<file path="src/rtl/alu_pkg.sv">
// ============================================================================
// Package     : alu_pkg
// Description : Shared encodings for the ALU issue stage: ALU opcodes, the
//               decoder's aluop classes, branch funct3 codes and branch kinds.
// Revision    : 1.0 - initial release
// ============================================================================
`default_nettype none

package alu_pkg;

    // ALU Op encodings understood by the downstream combinational ALU
    localparam logic [3:0] ALU_OP_AND     = 4'b0000;
    localparam logic [3:0] ALU_OP_OR      = 4'b0001;
    localparam logic [3:0] ALU_OP_ADD     = 4'b0010;
    localparam logic [3:0] ALU_OP_SUB     = 4'b0110;
    localparam logic [3:0] ALU_OP_BLT     = 4'b1000;
    localparam logic [3:0] ALU_OP_NOR     = 4'b1100;
    localparam logic [3:0] ALU_OP_ILLEGAL = 4'b1111;

    // Instruction class supplied by the main decoder
    localparam logic [1:0] ALUOP_MEM     = 2'b00;
    localparam logic [1:0] ALUOP_BRANCH  = 2'b01;
    localparam logic [1:0] ALUOP_RTYPE   = 2'b10;
    localparam logic [1:0] ALUOP_ILLEGAL = 2'b11;

    // Branch funct3 codes
    localparam logic [2:0] F3_BEQ = 3'b000;
    localparam logic [2:0] F3_BNE = 3'b001;
    localparam logic [2:0] F3_BLT = 3'b100;

    // R-type funct3 codes
    localparam logic [2:0] F3_ADDSUB = 3'b000;
    localparam logic [2:0] F3_XOR    = 3'b100;
    localparam logic [2:0] F3_OR     = 3'b110;
    localparam logic [2:0] F3_AND    = 3'b111;

    typedef enum logic [1:0] {
        BR_EQ = 2'd0,
        BR_NE = 2'd1,
        BR_LT = 2'd2
    } br_kind_e;

    // ZERO means "equal" for beq/bne and "less than" for blt, so only bne inverts it
    function automatic logic branch_taken(input logic [1:0] kind, input logic zero);
        branch_taken = (kind == BR_NE) ? !zero : zero;
    endfunction

endpackage

`default_nettype wire

</file>
<file path="src/rtl/alu_op_decode.sv">
// ============================================================================
// Module      : alu_op_decode
// Description : Combinational map (aluop, funct3, funct7b5) -> ALU Op plus
//               branch kind and illegal flag.
//               Macro ALU_ISSUE_NOR_EN: R-type funct3=100 with funct7b5=1
//               decodes to NOR instead of illegal.
// Revision    : 1.0 - initial release
// ============================================================================
`default_nettype none

module alu_op_decode
    import alu_pkg::*;
(
    input  logic [1:0] aluop_i,
    input  logic [2:0] funct3_i,
    input  logic       funct7b5_i,
    output logic [3:0] op_o,
    output logic       is_branch_o,
    output logic [1:0] br_kind_o,
    output logic       illegal_o
);

    // Opcode table; every unsupported combination issues the illegal op
    always_comb begin
        op_o        = ALU_OP_ADD;
        is_branch_o = 1'b0;
        br_kind_o   = BR_EQ;
        illegal_o   = 1'b0;
        case (aluop_i)
            ALUOP_MEM: begin
                op_o = ALU_OP_ADD;
            end
            ALUOP_BRANCH: begin
                is_branch_o = 1'b1;
                case (funct3_i)
                    F3_BEQ: begin
                        op_o      = ALU_OP_SUB;
                        br_kind_o = BR_EQ;
                    end
                    F3_BNE: begin
                        op_o      = ALU_OP_SUB;
                        br_kind_o = BR_NE;
                    end
                    F3_BLT: begin
                        op_o      = ALU_OP_BLT;
                        br_kind_o = BR_LT;
                    end
                    default: begin
                        op_o        = ALU_OP_ILLEGAL;
                        is_branch_o = 1'b0;
                        illegal_o   = 1'b1;
                    end
                endcase
            end
            ALUOP_RTYPE: begin
                case (funct3_i)
                    F3_ADDSUB: op_o = funct7b5_i ? ALU_OP_SUB : ALU_OP_ADD;
                    F3_AND:    op_o = ALU_OP_AND;
                    F3_OR:     op_o = ALU_OP_OR;
`ifdef ALU_ISSUE_NOR_EN
                    F3_XOR: begin
                        if (funct7b5_i) begin
                            op_o = ALU_OP_NOR;
                        end else begin
                            op_o      = ALU_OP_ILLEGAL;
                            illegal_o = 1'b1;
                        end
                    end
`endif
                    default: begin
                        op_o      = ALU_OP_ILLEGAL;
                        illegal_o = 1'b1;
                    end
                endcase
            end
            default: begin
                op_o      = ALU_OP_ILLEGAL;
                illegal_o = 1'b1;
            end
        endcase
    end

endmodule

`default_nettype wire

</file>
<file path="src/rtl/alu_op_issue.sv">
// ============================================================================
// Module      : alu_op_issue
// Description : Two-stage valid/ready issue pipeline for the combinational
//               64-bit ALU. Stage E registers operands and ALU Op; stage W
//               captures Result, branch decision and illegal flag.
//               Macro ALU_ISSUE_NOR_EN enables the R-type NOR encoding.
// Revision    : 1.0 - initial release
// ============================================================================
`default_nettype none

module alu_op_issue
    import alu_pkg::*;
#(
    parameter int XLEN = 64
) (
    input  logic            clk,
    input  logic            rst_n,
    input  logic            in_valid,
    output logic            in_ready,
    input  logic [1:0]      in_aluop,
    input  logic [2:0]      in_funct3,
    input  logic            in_funct7b5,
    input  logic [XLEN-1:0] in_rs1,
    input  logic [XLEN-1:0] in_rs2,
    input  logic [XLEN-1:0] in_imm,
    input  logic            in_use_imm,
    output logic [XLEN-1:0] alu_a,
    output logic [XLEN-1:0] alu_b,
    output logic [3:0]      alu_op,
    input  logic [XLEN-1:0] alu_result,
    input  logic            alu_zero,
    output logic            out_valid,
    input  logic            out_ready,
    output logic [XLEN-1:0] out_result,
    output logic            out_taken,
    output logic            out_illegal
);

    logic [3:0] dec_op;
    logic       dec_is_branch;
    logic [1:0] dec_br_kind;
    logic       dec_illegal;

    alu_op_decode u_decode (
        .aluop_i     (in_aluop),
        .funct3_i    (in_funct3),
        .funct7b5_i  (in_funct7b5),
        .op_o        (dec_op),
        .is_branch_o (dec_is_branch),
        .br_kind_o   (dec_br_kind),
        .illegal_o   (dec_illegal)
    );

    // Stage E state
    logic            e_vld_q,       e_vld_d;
    logic [XLEN-1:0] alu_a_q,       alu_a_d;
    logic [XLEN-1:0] alu_b_q,       alu_b_d;
    logic [3:0]      alu_op_q,      alu_op_d;
    logic            e_is_branch_q, e_is_branch_d;
    logic [1:0]      e_br_kind_q,   e_br_kind_d;
    logic            e_illegal_q,   e_illegal_d;

    // Stage W state
    logic            out_valid_q,   out_valid_d;
    logic [XLEN-1:0] out_result_q,  out_result_d;
    logic            out_taken_q,   out_taken_d;
    logic            out_illegal_q, out_illegal_d;

    logic w_adv;
    logic e_adv;

    // A stage may move when it is empty or the stage after it is moving
    assign w_adv    = !out_valid_q || out_ready;
    assign e_adv    = !e_vld_q || w_adv;
    assign in_ready = e_adv;

    // E next state: load operands on accept, otherwise hold for the stalled ALU
    always_comb begin
        e_vld_d       = e_vld_q;
        alu_a_d       = alu_a_q;
        alu_b_d       = alu_b_q;
        alu_op_d      = alu_op_q;
        e_is_branch_d = e_is_branch_q;
        e_br_kind_d   = e_br_kind_q;
        e_illegal_d   = e_illegal_q;
        if (e_adv) begin
            e_vld_d = in_valid;
            if (in_valid) begin
                alu_a_d       = in_rs1;
                alu_b_d       = in_use_imm ? in_imm : in_rs2;
                alu_op_d      = dec_op;
                e_is_branch_d = dec_is_branch;
                e_br_kind_d   = dec_br_kind;
                e_illegal_d   = dec_illegal;
            end
        end
    end

    // W next state: capture the ALU outputs when E hands its op over
    always_comb begin
        out_valid_d   = out_valid_q;
        out_result_d  = out_result_q;
        out_taken_d   = out_taken_q;
        out_illegal_d = out_illegal_q;
        if (w_adv) begin
            out_valid_d = e_vld_q;
            if (e_vld_q) begin
                out_result_d  = alu_result;
                out_taken_d   = e_is_branch_q && !e_illegal_q
                                && branch_taken(e_br_kind_q, alu_zero);
                out_illegal_d = e_illegal_q;
            end
        end
    end

    // Pipeline registers; reset drops anything in flight
    always_ff @(posedge clk or negedge rst_n) begin
        if (!rst_n) begin
            e_vld_q       <= 1'b0;
            alu_a_q       <= '0;
            alu_b_q       <= '0;
            alu_op_q      <= ALU_OP_ADD;
            e_is_branch_q <= 1'b0;
            e_br_kind_q   <= BR_EQ;
            e_illegal_q   <= 1'b0;
            out_valid_q   <= 1'b0;
            out_result_q  <= '0;
            out_taken_q   <= 1'b0;
            out_illegal_q <= 1'b0;
        end else begin
            e_vld_q       <= e_vld_d;
            alu_a_q       <= alu_a_d;
            alu_b_q       <= alu_b_d;
            alu_op_q      <= alu_op_d;
            e_is_branch_q <= e_is_branch_d;
            e_br_kind_q   <= e_br_kind_d;
            e_illegal_q   <= e_illegal_d;
            out_valid_q   <= out_valid_d;
            out_result_q  <= out_result_d;
            out_taken_q   <= out_taken_d;
            out_illegal_q <= out_illegal_d;
        end
    end

    assign alu_a       = alu_a_q;
    assign alu_b       = alu_b_q;
    assign alu_op      = alu_op_q;
    assign out_valid   = out_valid_q;
    assign out_result  = out_result_q;
    assign out_taken   = out_taken_q;
    assign out_illegal = out_illegal_q;

endmodule

`default_nettype wire
</file>
<file path="config.mk">
export PLATFORM = sky130hd
export DESIGN_NAME = alu_op_issue
export DESIGN_NICKNAME = d
export VERILOG_FILES = /design/src/rtl/alu_pkg.sv /design/src/rtl/alu_op_decode.sv /design/src/rtl/alu_op_issue.sv
export SDC_FILE = /design/constraint.sdc
export NUM_CORES = 1
export LEC_CHECK = 0
export BUFFER_PORTS_ARGS = -buffer_cell sky130_fd_sc_hd__buf_2
export CELL_PAD_IN_SITES_DETAIL_PLACEMENT = 0
export CELL_PAD_IN_SITES_GLOBAL_PLACEMENT = 1
export CORE_MARGIN = 4
export CORE_UTILIZATION = 30
export DETAILED_ROUTE_END_ITERATION = 10
export GPL_TIMING_DRIVEN = 0
export PLACE_DENSITY_LB_ADDON = 0.1
export SLEW_MARGIN = 30
export SYNTH_ARGS = -nofsm -noshare
export SYNTH_HDL_FRONTEND = slang
export SYNTH_SLANG_ARGS = --single-unit
export TNS_END_PERCENT = 10
</file>
<file path="constraint.sdc">
create_clock -name clk -period 1.6 [get_ports clk]
set_input_delay 0.4 -clock clk [delete_from_list [all_inputs] [get_ports clk]]
set_output_delay 0.4 -clock clk [all_outputs]
set_load 0.02 [all_outputs]
</file>
==> results.py <==
metrics = {
    "status": {
        "status": "finished with violations",
        "violations": "setup timing",
    },
    "synth": {
        "synth_common_cells": "dfrtp_1, a21oi_1, mux2_1",
        "synthArstFlopShare_pct": 100,
        "synth-seq-cells": 204,
        "syn_avg_cell_area_sq_um": 14.4,
        "syn_nets": 882,
        "synth_top_area_cell": "dfrtp_1",
        "synthTopCellsByArea": "dfrtp_1, mux2_4, mux2_1",
        "syn_inst": 614,
        "synth_area_sq_mm": 0.00885,
        "ys_warn_count": 0,
        "synth_cell_types": 32,
        "synth_top_area_share_pct": 57.4,
        "yosysSeqAreaShare_pct": 57.7,
        "yosysMostFrequentCell": "dfrtp_1",
        "synth_flop_cell": "dfrtp_1",
        "synth_edf_count": 0,
    },
    "place": {
        "place_congestion": 0.770,
        "post_dp_cell_area_sq_mm": 0.0117,
        "place_worst_setup_slack_ps": -249,
        "io_buffer_count": 463,
        "dp_hpwl_um": 22600,
        "dp.cells": 1464,
    },
    "pwr": {
        "ir_drop_v": 0.000756,
        "p_per_area_mw_per_mm2": 1260,
        "power.leakage_nw": 6.35,
    },
    "clock_tree": {
        "root_buffer": "clkbuf_16",
        "worstSkewPairLatency_ps": 510,
        "cts_sinks": 204,
        "cts_inserted_buffers": 24,
        "htreeDepth": 1,
        "cts_tree": "yes",
        "clkTransAtPathRegs_ps": 60,
        "cts.path.max_buffers": 3,
    },
    "sta": {
        "worst_slack_ps": -48.0,
        "finalHoldViolations": 0,
        "timing.fmax_mhz": 607,
        "setup_viol": 7,
        "hold-worst-slack_ps": 95.1,
        "rsz0062_at_grt": "true",
        "slew_headroom_pct": 66.6,
        "period_needed_ps": 1650,
        "min_period_over_period_pct": 103,
        "fin_skew_ps": 11.0,
        "tightest_slew_ps": 501,
        "finalMaxSlewViolations": 0,
    },
    "critical_path": {
        "cp.arrival_ps": 1250,
        "path_delay_family": "flip-flops",
        "r2r_setup_slack_ps": -30,
        "slowest_delay_ps": 390,
        "path_max_fanout": 2,
        "cp_data_required_time_ps": 1200,
        "startpoint": "e_vld_q",
        "cp-endpoint": "in_ready",
        "cp-start-kind": "flip-flop",
        "r2r-end": "alu_a[27]",
        "cp.depth": 3,
        "r2r_cells": 6,
        "worst_setup_path_end_kind": "output port",
        "worstSetupPathType": "flip-flop to output port",
        "crit_buf_inv": 2,
        "r2r-start": "e_vld_q",
        "path_cells": "nand3b_4 > buf_8 > buf_6",
        "critPathSlowestCell": "dfrtp_1",
    },
    "die": {
        "chipHeight_um": 180,
        "coreArea_sq_mm": 0.0289,
        "rows": 62,
        "start_util_pct": 30.6,
        "ios": 468,
        "fp.dieArea_sq_mm": 0.0323,
        "die_w_um": 180,
    },
    "min_path": {
        "holdCritPathClass": "primary input to flip-flop",
    },
    "global_route": {
        "grt_max_degree": 73,
        "grt_pass1_vias": 7170,
        "antenna_found_initial": 1,
        "gr-usage-all-layers_pct": 16.8,
        "grt_pass1_wl_um": 43300,
        "grt-ovfl-total": 0,
    },
    "layout": {
        "final_layout_size_suffix_gt1_share_pct": 58.0,
        "fillerInstances": 2787,
        "nNetsFinal": 1381,
        "multi_input_area_sq_mm": 0.00345,
        "ff_latch_area_sq_mm": 0.00511,
        "final_cells": 1516,
        "area_growth_syn_to_layout_pct": 44.9,
        "final_cell_area_sq_mm": 0.0128,
    },
    "routing": {
        "dr.first_iter.drc_count": 262,
        "drc": 0,
        "wl_per_cell_um": 18.8,
        "drt-vias-per-instance": 4.42,
        "vias": 6706,
        "antenna_left": 0,
        "drt_wl_total_um": 28600,
        "drt_pre_antenna_iters": 4,
    },
    "job": {
        "cap_violations": 0,
    },
}
==> registers in the layout, indices dropped and copies added (netlist names) <==
name / count
alu_a: 64
out_valid: 1
out_result: 64
e_is_branch_q: 1
e_illegal_q: 1
e_vld_q: 1
out_illegal: 1
alu_b: 64
alu_op: 4
e_br_kind_q: 2
out_taken: 1
==> cell usage in the layout (no fill, tap or decap), types with 2 or more instances in the layout <==
cell,count
buf_2,469
dfrtp_1,203
a21oi_1,93
mux2_1,67
mux2_4,66
mux2i_1,64
a21oi_2,40
clkbuf_16,26
clkbuf_1,18
buf_6,10
buf_12,9
clkinv_2,7
buf_8,6
clkbuf_8,6
buf_4,5
a31oi_1,4
nand3_1,3
bufinv_16,3
buf_16,3
nand2_1,2
nor2b_1,2
o2bb2ai_1,2
nor3b_1,2
nand2b_1,2
==> layer usage <==
layer  global-route usage (%)  share of wire, %
met3                     4.93               8.0
met1                     20.3                40
met4                     3.20               1.5
met2                     30.2                51
met5                        0                 0
==> report_power, final <==
part | switching, W | internal (W)
clock network | 0.00216 | 0.00360
logic | 0.00236 | 0.00173
registers | 0.000392 | 0.00595
==> logic make-up (layout without fill, tap and decap cells) <==
family,count (synthesis),after routing,synth area share [%]
mux,197,197,26.9
xor+xnor,1,1,0.0989
other cells,0,1,0
simple gates,20,20,1.54
flops,204,204,57.7
compound gates,145,145,10.2
buf+inv,47,564,3.55
==> area by class of cell <==
type	instances	area share (%)
Multi-Input combinational cell	363	26.9
Sequential cell	204	39.8
Timing Repair Buffer	473	19.5
Tap cell	384	3.75
Buffer	47	3.47
Antenna cell	1	0.0195
Clock inverter	10	0.975
Clock buffer	34	5.61
==> how the worst min path moves through the flow <==
stage              startpoint              to  slack, ps  cells after the start
2_1_floorplan           rst_n        alu_a[0]        100                      0
3_3_place_gp        alu_a[30]       alu_a[30]        470                      1
3_5_place_dp            rst_n  out_result[10]        280                      1
4_1_cts        alu_result[42]  out_result[42]         70                      2
5_1_grt         alu_result[0]   out_result[0]         80                      2
6_report       alu_result[42]  out_result[42]        100                      2
==> repair_timing <==
action,CTS,global route
buffers inserted,4,1
endpoints found under the setup margin,49,177
hold buffers,1,0
pin swaps,1,2
cloned,0,1
resized for setup,17,28
endpoints found under the hold margin,29,0
==> stage by stage <==
| stage | setup TNS [ps] | total power, W | utilization [%] |
|---|---|---|---|
| after floorplan | 0 | 0.00876 | - |
| after global placement | -762350 | 0.0105 | 40.3 |
| after detailed placement | -23920 | 0.0105 | 40.6 |
| after CTS | -4000 | 0.0164 | 43.8 |
| after global routing | -3930 | 0.0171 | 44.3 |
| final | -177 | 0.0162 | 44.3 |
No activity file was read; power rests on OpenSTA's default activity.
